**src/rtl/regfile_mp.sv**
```systemverilog
// Multi-port register file: two combinational reads, two synchronous writes,
// optional write-first bypass and hardwired entry 0, plus a one-row-per-cycle clear engine.
module regfile_mp #(
  parameter int DATA_W  = 32,
  parameter int ADDR_W  = 5,
  parameter int R0_ZERO = 1,
  parameter int BYPASS  = 1
) (
  input  logic              clk,
  input  logic              reset,
  input  logic              we0,
  input  logic [ADDR_W-1:0] wa0,
  input  logic [DATA_W-1:0] wd0,
  input  logic              we1,
  input  logic [ADDR_W-1:0] wa1,
  input  logic [DATA_W-1:0] wd1,
  input  logic [ADDR_W-1:0] ra1,
  input  logic [ADDR_W-1:0] ra2,
  output logic [DATA_W-1:0] rd1,
  output logic [DATA_W-1:0] rd2,
  input  logic              clr_start,
  output logic              busy,
  output logic              wr_drop,
  output logic              wr_conflict
);
  localparam int DEPTH = 2 ** ADDR_W;
  localparam logic [ADDR_W-1:0] LAST_ROW = ADDR_W'(DEPTH - 1);

  typedef enum logic {IDLE, CLEAR} state_t;

  state_t            state;
  logic [ADDR_W-1:0] ptr;
  logic [DATA_W-1:0] regs [DEPTH];

  logic we0_eff;
  logic we1_eff;
  logic conflict;

  // Writes to a hardwired-zero entry 0 are dropped before they can collide.
  always_comb begin
    we0_eff  = we0 && !(R0_ZERO != 0 && wa0 == '0);
    we1_eff  = we1 && !(R0_ZERO != 0 && wa1 == '0);
    conflict = we0_eff && we1_eff && (wa0 == wa1);
  end

  function automatic logic [DATA_W-1:0] read_port(input logic [ADDR_W-1:0] ra);
    logic [DATA_W-1:0] v;
    v = regs[ra];
    if (BYPASS != 0 && state == IDLE) begin
      if (we1 && wa1 == ra)      v = wd1;
      else if (we0 && wa0 == ra) v = wd0;
    end
    if (R0_ZERO != 0 && ra == '0) v = '0;
    return v;
  endfunction

  always_comb begin
    rd1 = read_port(ra1);
    rd2 = read_port(ra2);
  end

  always_ff @(posedge clk) begin
    if (reset) begin
      for (int i = 0; i < DEPTH; i++) regs[i] <= '0;
      state       <= IDLE;
      ptr         <= '0;
      busy        <= 1'b0;
      wr_drop     <= 1'b0;
      wr_conflict <= 1'b0;
    end else begin
      wr_drop     <= 1'b0;
      wr_conflict <= 1'b0;
      case (state)
        IDLE: begin
          // Port 1 is assigned last so it wins an address collision.
          if (we0_eff) regs[wa0] <= wd0;
          if (we1_eff) regs[wa1] <= wd1;
          wr_conflict <= conflict;
          if (clr_start) begin
            state <= CLEAR;
            ptr   <= '0;
            busy  <= 1'b1;
          end
        end
        CLEAR: begin
          regs[ptr] <= '0;
          wr_drop   <= we0 | we1;
          if (ptr == LAST_ROW) begin
            state <= IDLE;
            busy  <= 1'b0;
          end else begin
            ptr <= ptr + 1'b1;
          end
        end
        default: state <= IDLE;
      endcase
    end
  end

endmodule

```
**config.mk**
```make
export PLATFORM = sky130hd
export DESIGN_NAME = regfile_mp
export DESIGN_NICKNAME = d
export VERILOG_FILES = /design/src/rtl/regfile_mp.sv
export SDC_FILE = /design/constraint.sdc
export NUM_CORES = 2
export LEC_CHECK = 0
export BUFFER_PORTS_ARGS = -buffer_cell sky130_fd_sc_hd__buf_4
export CAP_MARGIN = 10
export CORE_MARGIN = 5
export CORE_UTILIZATION = 40
export DETAILED_ROUTE_END_ITERATION = 8
export GPL_TIMING_DRIVEN = 0
export PLACE_DENSITY_LB_ADDON = 0.12
export SYNTH_ARGS = -nofsm -noshare
export SYNTH_HDL_FRONTEND = slang
export SYNTH_SLANG_ARGS = --single-unit
```
**constraint.sdc**
```tcl
create_clock -name clk -period 5.9 [get_ports clk]
set_clock_uncertainty 0.2 [all_clocks]
set_input_delay 0 -clock clk [delete_from_list [all_inputs] [get_ports clk]]
set_output_delay 0 -clock clk [all_outputs]
set_load 0.02 [all_outputs]
```
==> out/results.txt <==
Post-synthesis compound-gate area fraction: 14.53%
Reg2Reg Depth: 8
Yosys reg bits: 1,033
Cts repair resizes: 0
Worst Hold Path Cells: 4
Total clock sinks: 1,033
Min-delay src: wa0[3]
Detail Route Antenna Nets: 0
CP most frequent cell: nor2_1
Async SR Flop Fraction: 0%
CP required: 6.14 ns
Worst Path Arrival: 5.69 ns
Pin count of the biggest net entering global routing: 33
Post-Place Setup Slack: 1.002 ns
Synth Area in Adders: 0.04077%
Crit share post-route: 92.44%
Endpoints failing hold: 0
Crit end category: flop
Worst Hold End: wr_conflict$_SDFF_PP0_
Core Util, Final: 46.20%
# IOs: 156
CP peak stage delay: 1.27 ns
Reg2reg start: state$_SDFF_PP0_
Vias per cell: 6.641
Worst slew margin: -2.153%
F_max: 0.1834 GHz
CTS Buffer Depth: 3
Synthesized netlist cell count: 5,664
DRC: 0
Worst Setup Start Kind: flop
Static Leak: 24.37 nW
DR WL/cell: 36.82 µm
Final Setup Violations: 0
Core ar.: 152,300 µm²
Hold WC Path Type: input port to flop
Worst-Skew Late Latency: 0.75 ns
DRT iter0 DRCs: 9,271
RSZ-0062 raised after global routing: no
Status: complete, but fails checks
Effective utilization at floorplan: 40.31%
DP Wirelength: 235.4 mm
Inserted Clock Buffers: 120
Worst Slack Setup Final: 0.4460 ns
Layout Nets: 6,138
Drt pass-1 iters: 7
Syn-to-layout area delta: 14.60%
Largest family of logic cells by synthesized area: multiplexers
Final WL: 301.5 mm
Least-Margin Pin Slew: 1.511 ns
Worst vdd ir: 238.1 µV
CTS tree: built
Yosys top cell by area: edfxtp_1
Max-cap viol count: 2
Setup CP Type: flop to flop
Critical Path Slowest Stage Cell: nor4b_1
Most used DFF post-synth: edfxtp_1
Power density cells: 274.6 nW/µm²
Die ar.: 161,400 µm²
Post-synthesis mux area share: 19.60%
Sequential element share of the synthesized area: 50.39%
Top-count cell post-synth: nand2_1
Top cells by count, synth: nand2_1 (1,066), edfxtp_1 (1,024), o21ai_0 (607), mux2i_1 (578), clkbuf_1 (495)
Critical path, cell by cell: buf_2, nor4b_1, nand2_1, nor2_1, clkbuf_1, nor2_1, nand2_2, buf_12
Synth Area in XOR/XNOR: 0.3425%
Average cell area after synthesis: 10.84 µm²
First-pass GRT wire length: 406.1 mm
Die height: 401.7 µm
Crit path max fanout: 27
YS warnings: 0
Count of different cell masters after synthesis: 55
Hold-fix buffers, CTS: 84
Root Buffer: clkbuf_16
Post-synth top area share: 50.10%
Top post-synthesis cells by area: edfxtp_1 (50%), mux2i_1 (9.4%), mux4_2 (9.4%)
Die W: 401.7 µm
Final hold slack: 0.08026 ns
H-tree levels: 3
Post-route minimum period: 5.454 ns
Post-synth EDFFs: 1,024
Simple-gate share of the synthesized area: 10.13%
Buffers on Ports: 113
Initial antenna violation count: 20
# rows: 143
Vias in the first global route: 50,930
Routability Congestion: 1.062
Post-Syn Area: 61,380 µm²
Clock slew seen by the registers of the worst setup and hold paths: 0.06 ns
Share of cells above drive strength 1: 13.14%
Failing checks: max-capacitance violations, max-slew violations
Post-CTS Setup Inserts: 0
Max Slew Vio Count: 6
Overflow after GRT: 0
FF-to-FF End: regs[17][4]$_DFFE_PP_
GRT Total Usage: 35.80%
Reg2Reg Setup Slack: 0.45 ns
Via count: 54,390
-- report_power, final --
group          internal (mW)  switching [mW]  total [mW]
logic                  0.942            2.20        3.14
clock network           4.29            3.33        7.61
registers               8.38           0.176        8.56
-- placed cells by master, fill, tap and decap left out, types with 14 or more instances in the layout --
master         count
nor3_1            68
clkbuf_16        122
mux4_2           256
mux2_2            35
o21ai_0          600
and4_1            32
clkbuf_1         516
nand3_1          143
a22oi_1          258
mux2i_1          578
inv_1             64
buf_2            139
nor2_1            61
buf_1             61
a211oi_1          32
nand2_1         1052
buf_4            114
edfxtp_1        1024
dlygate4sd3_1     84
o32ai_1           32
o31ai_1          113
a31oi_1           32
clkinv_2          18
diode_2           17
conb_1            32
xnor2_1           16
nand2_2           14
o21ai_1          315
nand3b_1          21
buf_12            19
clkinv_1          24
o22ai_1           96
-- worst max-delay path by stage --
stage / slack (ns) / from / to / depth (start not counted)
after detailed placement: 1.00 / state$_SDFF_PP0_ / regs[25][5]$_DFFE_PP_ / 7
after floorplan: 1.68 / state$_SDFF_PP0_ / regs[1][0]$_DFFE_PP_ / 6
after global routing: 0.72 / state$_SDFF_PP0_ / regs[25][4]$_DFFE_PP_ / 7
after CTS: 0.98 / state$_SDFF_PP0_ / regs[25][4]$_DFFE_PP_ / 7
after global placement: -1.45 / state$_SDFF_PP0_ / regs[1][4]$_DFFE_PP_ / 6
final: 0.45 / state$_SDFF_PP0_ / regs[17][4]$_DFFE_PP_ / 8
-- sequential cells by signal (all words and copies together) (netlist names) --
signal	count
wr_conflict	1
busy	1
regs	1024
wr_drop	1
ptr	5
state	1
-- metal layers --
| metal | wire (µm) | track usage [%] |
|---|---|---|
| met2 | 127400 | 51.87 |
| met5 | 120 | 0.3866 |
| met1 | 114400 | 47.84 |
| met4 | 13370 | 14.51 |
| met3 | 46270 | 14.40 |
-- through the flow --
stage,std cells,power (mW),setup TNS (ns),area [µm²]
after global placement,7838,11.55,-215.38,64880
after global routing,8175,19.61,0,70310
after detailed placement,7866,11.61,0,65600
final,8189,19.31,0,70340
after floorplan,5695,10.20,0,61500
after CTS,8167,19.08,0,70250
-- critical path, delay by kind of cell, from the launching register on --
family | cells | cell delay (ns)
buf+inv | 3 | 1.16
flops | 1 | 0.33
simple gates | 5 | 3.38
-- logic make-up after synthesis --
group	after synthesis
compound gates	1510
xor+xnor	24
fa+ha+maj	2
buf+inv	762
flops	1033
mux	873
other cells	1
simple gates	1459
-- final cells by class --
type	instances	area, µm²
Multi-Input combinational cell	3900	27660
Antenna cell	17	42.54
Fill cell	14160	81920
Buffer	698	2814
Tap cell	2030	2540
Clock buffer	151	3162
Inverter	64	240.2
Timing Repair Buffer	230	2305
Clock inverter	66	653.1
Sequential cell	1033	30930
Power figures use the tool's default switching activity.
